`config.mk`:
```
export PLATFORM = sky130hd
export DESIGN_NAME = ucode_sequencer
export DESIGN_NICKNAME = d
export VERILOG_FILES = /design/src/rtl/ucode_sequencer.sv
export SDC_FILE = /design/constraint.sdc
export NUM_CORES = 1
export LEC_CHECK = 0
export CAP_MARGIN = 20
export CORE_ASPECT_RATIO = 0.7
export CORE_MARGIN = 4
export CORE_UTILIZATION = 31
export DETAILED_ROUTE_END_ITERATION = 8
export PLACE_DENSITY = 0.77
export SLEW_MARGIN = 30
export SYNTH_ARGS = -nofsm -noshare
export SYNTH_HDL_FRONTEND = slang
export SYNTH_SLANG_ARGS = --single-unit
```
`constraint.sdc`:
```
create_clock -name clk -period 1.83 [get_ports clk]
set_input_delay 0.183 -clock clk [delete_from_list [all_inputs] [get_ports clk]]
set_output_delay 0.183 -clock clk [all_outputs]
set_load 0.02 [all_outputs]
```
`src/rtl/ucode_sequencer.sv`:
```
// Microprogram sequencer: a two-phase uPC walk over a synchronous micro-ROM.
// Each microword carries its own next-address control, so micro-sequences can vary in length.
module ucode_sequencer #(
  parameter int INSTR_W = 16,
  parameter int UADDR_W = 8,
  parameter int CTRL_W = 24,
  parameter int FETCH_ADDR = 2,
  parameter int IRQ_VECTOR = 1,
  parameter int FAULT_VECTOR = 0,
  parameter logic [INSTR_W-1:0] HALT_INSTR = 16'hFE00
) (
  input  logic                        clk,
  input  logic                        reset,
  input  logic [INSTR_W-1:0]          instr,
  input  logic                        cond_in,
  input  logic                        stall,
  input  logic                        irq,
  input  logic                        fault,
  output logic [UADDR_W-1:0]          rom_addr,
  input  logic [CTRL_W+UADDR_W+2:0]   rom_data,
  output logic [CTRL_W-1:0]           ctrl,
  output logic                        ctrl_valid,
  output logic [UADDR_W-1:0]          upc,
  output logic                        phase,
  output logic                        irq_ack,
  output logic                        halted
);

  localparam logic [UADDR_W-1:0] FETCH_A = UADDR_W'(FETCH_ADDR);
  localparam logic [UADDR_W-1:0] IRQ_A   = UADDR_W'(IRQ_VECTOR);
  localparam logic [UADDR_W-1:0] FAULT_A = UADDR_W'(FAULT_VECTOR);

  localparam logic [2:0] OP_NEXT     = 3'd0;
  localparam logic [2:0] OP_JUMP     = 3'd1;
  localparam logic [2:0] OP_DISPATCH = 3'd2;
  localparam logic [2:0] OP_CJUMP    = 3'd3;
  localparam logic [2:0] OP_END      = 3'd4;
  localparam logic [2:0] OP_HALT     = 3'd5;

  typedef enum logic {PH_A, PH_B} phase_t;

  phase_t               state, state_next;
  logic [UADDR_W-1:0]   upc_next;
  logic                 halted_next;
  logic                 irq_pend, irq_pend_next;
  logic                 ack;
  logic [UADDR_W-1:0]   naddr;
  logic [2:0]           seqop;
  logic [UADDR_W-1:0]   upc_inc;

  // Short opcodes use two bits below the MSB, long opcodes use six.
  function automatic logic [UADDR_W-1:0] opcode_of(input logic [INSTR_W-1:0] ir);
    logic [5:0] op;
    if (ir[INSTR_W-1])
      op = ir[INSTR_W-2:INSTR_W-7];
    else
      op = {4'b0, ir[INSTR_W-2:INSTR_W-3]};
    return UADDR_W'(op);
  endfunction

  assign naddr   = rom_data[UADDR_W-1:0];
  assign seqop   = rom_data[UADDR_W+2:UADDR_W];
  assign upc_inc = upc + 1'b1;

  always_comb begin
    state_next    = state;
    upc_next      = upc;
    halted_next   = halted;
    irq_pend_next = irq_pend;
    ack           = 1'b0;
    if (halted) begin
      state_next = state;
    end else if (fault) begin
      upc_next   = FAULT_A;
      state_next = PH_A;
    end else if (state == PH_A) begin
      state_next = PH_B;
    end else if (!stall) begin
      state_next = PH_A;
      case (seqop)
        OP_JUMP:     upc_next = naddr;
        OP_DISPATCH: begin
          if (instr == HALT_INSTR) begin
            halted_next = 1'b1;
            state_next  = PH_B;
          end else begin
            upc_next = naddr + opcode_of(instr);
          end
        end
        OP_CJUMP:    upc_next = cond_in ? naddr : upc_inc;
        OP_END: begin
          if (irq_pend) begin
            upc_next = IRQ_A;
            ack      = 1'b1;
          end else begin
            upc_next = FETCH_A;
          end
        end
        OP_HALT: begin
          halted_next = 1'b1;
          state_next  = PH_B;
        end
        default:     upc_next = upc_inc;
      endcase
    end
    // Interrupt requests are dropped entirely once halted.
    if (!halted)
      irq_pend_next = irq | (irq_pend & ~ack);
  end

  always_ff @(posedge clk) begin
    if (reset) begin
      state    <= PH_A;
      upc      <= FETCH_A;
      halted   <= 1'b0;
      irq_pend <= 1'b0;
    end else begin
      state    <= state_next;
      upc      <= upc_next;
      halted   <= halted_next;
      irq_pend <= irq_pend_next;
    end
  end

  assign rom_addr   = upc;
  assign phase      = (state == PH_B);
  assign ctrl_valid = phase & ~stall & ~halted & ~fault & ~reset;
  assign irq_ack    = ack & ~reset;
  assign ctrl       = ctrl_valid ? rom_data[CTRL_W+UADDR_W+2:UADDR_W+3] : '0;

endmodule

```
### After elaboration in Yosys (flattened, before gate mapping)

Index checks and enable logic that the tools add are counted.
Widths: inputs -> output; s select.

| word-level totals | value |
|---|---|
| RAM bits | 0 |
| memory bits (read-only) | 0 |
| register bits after elaboration | 11 |
| memories | 0 |
| latch bits | 0 |
| output and inout port bits | 44 |
| logic and storage cells | 59 |
| bits of input ports | 57 |

| cells by class | value |
|---|---|
| reduce and logical (&&, ||, !) cells | 2 |
| magnitude comparators | 0 |
| equal/unequal tests | 9 |
| shift-type cells | 0 |
| bitwise operators | 12 |
| multipliers | 0 |
| muxes and demuxes | 30 |
| add/subtract/negate cells | 2 |
| divide/modulo/power cells | 0 |

Operators by type and width:

| operator | count |
|---|---|
| $mux 6 | 7 |
| $mux 8 | 5 |
| $pmux 8 s5 | 1 |
| $mux 24 | 1 |
| $eq 16x16->1 const B | 1 |
| $mux 1 | 14 |
| $add 8x1->8 const B | 1 |
| $add 8x6->8 | 1 |
| $and 1x1->1 | 6 |
| $eq 3x2->1 const B | 2 |
| $eq 3x3->1 const B | 2 |
| $not 1->1 | 5 |
| $reduce_and 5->1 | 1 |
| $eq 3x1->1 const B | 1 |
| $ne 3x3->1 const B | 1 |
| $mux 2 | 1 |
| $ne 2x1->1 const B | 1 |
| $ne 2x2->1 const B | 1 |
| $pmux 1 s2 | 1 |
| $reduce_bool 2->1 | 1 |
| $or 1x1->1 | 1 |

### Logic depth before layout (Yosys ltp)

Gate-level depths: netlist of the first run.

| depth | value |
|---|---|
| word-level depth | 13 |
| mapped depth | 9 |
| gate-level depth less buffers | 9 |

### Worst setup path before layout of the first run

No wires, ideal clock.

| path | value |
|---|---|
| path type | input to register |
| start point | input instr[15] |
| end point | register upc[6] (netlist: rom_addr[6]) |
| data required time | 1697 ps |
| path slack | -169 ps |
| setup time | 133 ps |
| path buffers | 0 |
| data arrival time | 1866 ps |
| cell stages on the path | 9 |
| cells stage by stage | mux2_2 ha_1 fa_1 a21oi_1 nor2b_1 o21ai_0 mux2i_1 nor3_1 o22ai_1 |

| between the ends | value |
|---|---|
| longest elaborated chain between the ends | 13 |
| elaborated cells between the ends (all ways) | 16 |
| those cells by class | 1 x add/sub; 2 x eq/ne; 12 x mux; 1 x reduce/logical |

RTL lines:

| element | line | source |
|---|---|---|
| from (decl) | 14 | `input logic [INSTR_W-1:0] instr,` |
| $mux 6 | 54 | `if (ir[INSTR_W-1])` |
| $mux 6 | 83 | `if (instr == HALT_INSTR) begin` |
| $mux 6 | 80 | `case (seqop)` |
| $mux 6 | 78 | `end else if (!stall) begin` |
| $mux 6 | 76 | `end else if (state == PH_A) begin` |
| $mux 6 | 73 | `end else if (fault) begin` |
| $mux 6 | 71 | `if (halted) begin` |
| $add 8x6->8 | 87 | `upc_next = naddr + opcode_of(instr);` |
| $mux 8 | 83 |  |
| $pmux 8 s5 | 80 |  |
| $mux 8 | 78 |  |
| $mux 8 | 76 |  |
| $mux 8 | 73 |  |
| to (signal assigned) | 119 | `upc <= upc_next;` |
| to (decl) | 23 | `output logic [UADDR_W-1:0] upc,` |

Several ways; a longest one is shown, not always the timed one. The select of a mux whose other input is x is not followed.
A chain may end at the register's enable or synchronous reset.

### Worst setup path in the final report of the first run

| path | value |
|---|---|
| start point | input instr[9] |
| end point | register upc[4] (netlist: rom_addr[4]) |

The elaborated chain is that of the path after synthesis.

==> results.md, run 1 <==
- Ys flop type: dfxtp_1
- Peak VDD IR: 376 uV
- Routability Congestion: 0.772
- Die Y-Extent: 63.7 um
- Mapped Nets: 240
- Async S/R FF share, synth: 0
- Avg WL per Cell: 15.4 um
- Cell area after synthesis: 0.00137 mm2
- Post-DP Area: 0.00264 mm2
- Setup WS pre-CTS: -0.693 ns
- Hold path startpoint: reset
- Worst-case clock buffer depth: 2
- First-pass GRT wire length: 8.94 mm
- Nature of the critical path startpoint: input port
- # IOs: 101
- Synth Instances: 175
- Remaining routing DRC violations: 0
- Htree depth: 1
- Via count: 1833
- Final setup margin: 0.00475 ns
- Max Clk Rate: 548 MHz
- Port Buffers: 100
- Critical Path Start: instr[9]
- Clk Latency, worst-skew pair: 0.24 ns
- Synth Warn #: 0
- Final hold violation count: 0
- HPWL after detailed placement: 4.46 mm
- Largest net degree at the start of global routing: 15
- Router iterations before antenna repair: 4
- CTS Root Cell: clkbuf_8
- Iter 0 DRT Violations: 85
- GRT Max-Usage Layer: met2
- Mean Syn Cell Area: 7.85 um2
- Setup Skew: 0.00401 ns
- Clk sink count: 11
- Reg2reg setup slack: 0.18 ns
- Static leakage: 1.23 nW
- Row count: 19
- Grt ovf: 0
- CTS buffer count: 3
- WP data required: 1.95 ns
- Min Clock Period, post-route: 1.83 ns
- Core box area: 0.00409 mm2
- Int Pwr: 0.684 mW
- Cell Pwr Density: 344 mW/mm2
- RSZ-0062 raised after global routing: yes
- Post-synth cell types: 51
- Register bit total from synthesis: 11
- Post-synth EDFFs: 0
- Critical path class: input port to register
- Clock-pin slew on the worst setup and hold paths: 0.05 ns
- Met1 usage: 0.220
- Total Routed Length: 5.58 mm
- CP cell instances: clkdlybuf4s15_2 -> mux2_4 -> ha_4 -> fa_2 -> a21oi_2 -> nor2b_2 -> o21a_1 -> a222oi_1 -> o21ai_1
- Final setup fails: 0
- Critical Path Max Stage Delay: 0.36 ns
- Met3 Use GR: 0.113
- Clock Power Share: 0.256
- NumNets Final: 376
- Crit-path max FO: 2
- Worst Tran Pin Value: 0.361 ns
- Critical Path Sink Type: register
- GRT Util Overall: 0.199
- Initial antenna violation count: 0
- Vias per cell: 5.06
- Area growth syn-to-layout: 107%
- Rel. slew slack: 0.759
- Slowest stage cell, crit path: fa_2
- Register area share after synthesis: 0.160
- Met2 GRT Util: 0.337
- Initial Util: 0.336
- Power share of the combinational group: 0.483
- Crit path DAT: 1.94 ns
- Ant diodes: 0
- Ratio of cells with drive above 1 in the final layout: 0.332
- Crit share post-route: 0.997
- Number of global-route vias before repair: 1935
- Die area: 0.00558 mm2
- Design Area, Final: 0.00285 mm2
- Psw: 0.294 mW
- Routed Antenna Nets: 0
- Sw Ratio: 0.301
- Sequential Power Share: 0.262
- CTS tree: yes
- Max Cap Viol: 0
- Status: completed
- Reg-to-Reg Start: phase
- Die W: 87.6 um
- Post-route total power: 0.978 mW
- Hold Path Class: input port to register
- Slew Limit Fails: 0
-- stage by stage --
step / setup TNS (ns) / util / instances / hold WS (ns)
3_5_place_dp: -11.76 / 0.646 / 349 / 0.481
5_1_grt: -0.174 / 0.696 / 362 / 0.375
2_1_floorplan: 0 / - / 175 / 0.252
6_report: 0 / 0.696 / 362 / 0.383
3_3_place_gp: -11.02 / 0.646 / 349 / 0.482
4_1_cts: 0 / 0.700 / 362 / 0.489
-- path summary, 6_finish.rpt --
kind | end | cells past startpoint
max | rom_addr[4] | 9
min | halted | 3
max reg2reg | rom_addr[2] | 7
min reg2reg | irq_pend | 2
-- worst max-delay path: cells and delay by family --
family | cells | cell delay [ns]
muxes | 1 | 0.27
buffers and inverters | 1 | 0.19
AOI/OAI and AO/OA | 4 | 0.70
and+or+nand+nor | 1 | 0.06
adders and majority gates | 2 | 0.53
-- final cells by class --
cell class,count,area [um2]
inverters,4,15.0
repair buffers,143,1270
fillers,343,1240
well taps,52,65.1
clock buffers,4,45.0
flip-flops and latches,11,223
multi-input cells,148,1220
-- Yosys cell counts (all sizes together) (2+ instances only) --
cell type	n	area share
a211oi	2	0.020
a21o	3	0.016
a21oi	14	0.051
a222oi	3	0.022
a22oi	2	0.011
and2	31	0.14
and3	3	0.014
buf	10	0.056
clkbuf	2	0.0055
dfxtp	11	0.16
ha	7	0.064
inv	4	0.011
mux2	2	0.016
nand2	9	0.025
nand2b	2	0.0091
nand3	10	0.040
nand3b	3	0.016
nor2	8	0.024
nor2b	4	0.018
nor3	4	0.015
nor3b	3	0.032
nor4b	2	0.013
o211a	2	0.015
o211ai	2	0.015
o21ai	7	0.025
o22ai	2	0.0091
o31ai	2	0.011
or3	2	0.0091
xnor2	3	0.019
xor2	3	0.019
-- logic make-up (layout without fill, tap and decap cells) --
family | count (synthesis) | count (layout) | synth area share
flip-flops | 11 | 11 | 0.160
XOR/XNOR | 6 | 6 | 0.0383
multiplexers | 3 | 3 | 0.0237
AND/OR/NAND/NOR | 87 | 87 | 0.403
buffers and inverters | 16 | 151 | 0.0719
AO/OA/AOI/OAI | 44 | 44 | 0.225
adder cells (fa/ha/maj) | 8 | 8 | 0.0783
-- flip-flops by register name, indices dropped and copies added, names as in the netlist --
name / flops
halted: 1
irq_pend: 1
phase: 1
rom_addr: 8
-- per-layer routing --
| metal | share of wire | wire length (um) |
|---|---|---|
| met5 | 0 | 0 |
| met4 | 0.013 | 74 |
| met3 | 0.13 | 741 |
| met2 | 0.47 | 2620 |
| met1 | 0.38 | 2140 |
-- cells in the final DEF (no fill, tap or decap), types with 4 or more instances in the layout --
| cell type | Yosys | layout |
|---|---|---|
| nor3_1 | 4 | 4 |
| clkdlybuf4s50_1 | 0 | 59 |
| and2_1 | 31 | 28 |
| inv_1 | 4 | 4 |
| ha_4 | 0 | 5 |
| nand3_1 | 9 | 9 |
| nand2_1 | 9 | 9 |
| buf_4 | 8 | 39 |
| clkdlybuf4s15_1 | 0 | 7 |
| dlymetal6s2s_1 | 0 | 4 |
| dlygate4sd2_1 | 0 | 6 |
| a21oi_1 | 14 | 11 |
| o21ai_1 | 4 | 4 |
| nor2_1 | 7 | 6 |
| dfxtp_1 | 11 | 9 |
| buf_2 | 1 | 5 |
| clkbuf_2 | 0 | 16 |
-- power groups by stage --
stage                     Combinational (mW)  Clock [mW]  Sequential (mW)
after floorplan                        0.164           0            0.266
after global placement                 0.410           0            0.260
after detailed placement               0.418           0            0.260
after CTS                              0.460       0.252            0.256
after global routing                   0.510       0.272            0.257
final                                  0.472       0.250            0.256
-- what timing repair did --
item	4_1_cts	5_1_grt
gates resized for setup	104	36
pin swaps	17	15
setup buffers	8	1
endpoints found under the setup margin	34	34
cloned	1	0
hold buffers	0	0
Note: power is estimated with default switching activity, not from simulation.
==> inputs of run 2 (changes only) <==
CTS_CLUSTER_DIAMETER = 60   (was default)
==> results of run 2 <==
No change in the layout: final DEF, timing and power equal those of run 1.
==> inputs of run 3 (changes only) <==
CORE_ASPECT_RATIO = default   (was 0.7)
==> run 3 against run 2 <==
Against the previous run:
- register-to-register slack barely moved
- combinational power barely moved
- flip-flop and latch count did not move
- hold slack improved by 0.11 ns
- utilization fell by 0.29 points
- clock-buffer cell count did not move
- sequential share of layout area fell by 0.16 points
- sequential power barely moved
- maximum frequency rose by 0.80%
- critical path depth fell by 4
- routed wire length fell by 3.2%
- non-clock buffer count fell by 1
- critical path type is now input port to primary output
- critical endpoint is now ctrl[15]
==> results.md, run 3 (synthesis gave the netlist of run 1 again) <==
- Status: completed
- NumNets Final: 375
- Vias per cell: 5.10
- Rel. slew slack: 0.773
- First-pass GRT wire length: 8.25 mm
- Grt ovf: 0
- Met1 wire length: 1.92 mm
- Number of global-route vias before repair: 1929
- Nature of the critical path startpoint: input port
- Reg2reg setup slack: 0.19 ns
- Final hold violation count: 0
- Row count: 23
- Routed Antenna Nets: 0
- Cell Pwr Density: 341 mW/mm2
- GRT Util Overall: 0.187
- Critical path class: input port to primary output
- Met2 routed WL: 2.85 mm
- Die Y-Extent: 74.6 um
- Slew Limit Fails: 0
- Die area: 0.00556 mm2
- CTS buffer count: 3
- Initial antenna violation count: 0
- Reg-to-Reg Start: halted
- Core box area: 0.00414 mm2
- Commonest non-fill, non-tap cell in the layout: clkdlybuf4s50_1
- Avg WL per Cell: 15.0 um
- RSZ-0062 raised after global routing: yes
- Setup Skew: 0.00272 ns
- Routability Congestion: 0.805
- Clk Latency, worst-skew pair: 0.24 ns
- Peak VDD IR: 191 uV
- Critical Path Sink Type: primary output
- CTS Root Cell: clkbuf_8
- Crit path to: ctrl[15]
- Htree depth: 1
- Static leakage: 1.16 nW
- Max Cap Viol: 0
- Die W: 74.6 um
- Crit-path max FO: 12
- Port Buffers: 100
- Ratio of cells with drive above 1 in the final layout: 0.330
- Worst reg2reg endpoint: rom_addr[5]
- Top layer in use: met4
- Crit share post-route: 0.989
- Hold Slack: 0.490 ns
- Routed met3 length: 517 um
- # IOs: 101
- Hold path startpoint: irq_pend
- Total Routed Length: 5.40 mm
- WP data required: 1.65 ns
- Hold Buf Count CTS: 0
- Iter 0 DRT Violations: 81
- CTS tree: yes
- Filler cells: 333
- R2R cell count: 5
- HPWL after detailed placement: 4.35 mm
- Worst-case clock buffer depth: 2
- Final setup margin: 0.0193 ns
- Most frequent cells in the layout: clkdlybuf4s50_1 (62), buf_4 (41), and2_1 (29)
- Max FFs per register: 8
- Max Clk Rate: 552 MHz
- Hold Path Class: register to register
- Remaining routing DRC violations: 0
- Crit path DAT: 1.63 ns
- Router iterations before antenna repair: 4
- Final setup fails: 0
- Via count: 1835
- Min Clock Period, post-route: 1.81 ns
- Largest net degree at the start of global routing: 15
- Area growth syn-to-layout: 109%
- Critical Path Start: fault
- Setup WS pre-CTS: -0.701 ns
- Worst Tran Pin Value: 0.340 ns
- Clk sink count: 11
- Clock-pin slew on the worst setup and hold paths: 0.05 ns
- Initial Util: 0.332
-- run 3: cell types whose count changed in the layout (fill, tap and decap cells not counted), moves of 3 or more --
cell | previous run | this run
clkbuf_2 | 16 | 2
clkdlybuf4s15_2 | 1 | 23
buf_2 | 5 | 2
clkdlybuf4s15_1 | 7 | 1
clkdlybuf4s50_1 | 59 | 62
-- run 3: final cells by class --
type	count	area (um2)	share of cell area
clock buffer	4	45.0	0.0157
antenna	1	2.50	0.000871
multi-input combinational	148	1200	0.418
tap	50	62.6	0.0218
inverter	4	15.0	0.00523
timing repair buffer	142	1330	0.462
sequential	11	220	0.0767
-- run 3: per-stage QoR --
stage	setup TNS, ns	utilization	cells	total power, mW	area [um2]
2_1_floorplan	0	-	175	0.430	1380
4_1_cts	0	0.671	357	0.949	2780
6_report	0	0.693	360	0.979	2870
3_3_place_gp	-12.06	0.638	351	0.669	2640
3_5_place_dp	-12.76	0.638	351	0.677	2640
5_1_grt	-1.21	0.692	359	1.03	2870
-- run 3: worst min path at each step --
stage	endpoint	slack, ns	cells past startpoint
after global placement	irq_pend	0.49	2
after detailed placement	irq_pend	0.48	2
after CTS	irq_pend	0.49	2
after floorplan	irq_pend	0.25	1
final	irq_pend	0.49	2
after global routing	irq_pend	0.51	2
-- run 3: power by group --
part | switching (mW) | internal, mW | leakage [nW]
logic | 0.190 | 0.286 | 1.05
registers | 0.00798 | 0.247 | 0.0896
clock network | 0.0954 | 0.153 | 0.0228
-- run 3: repair_timing --
item	in CTS	in global routing
setup endpoints to repair	33	33
buffers inserted	2	2
pin swaps	11	15
gates resized for setup	104	20
-- run 3: worst max-delay path, cell delays in order --
cell and delay (ns):
clkdlybuf4s50_1 0.46, nor4_4 0.35, buf_4 0.22, and2_1 0.15
clkdlybuf4s15_2 0.26
-- run 3: routing by layer --
metal  track usage  vias to the layer above
met5             0                        -
met4        0.0217                        0
met3        0.0757                       10
met2         0.363                       93
met1         0.192                      823
li1              -                      909
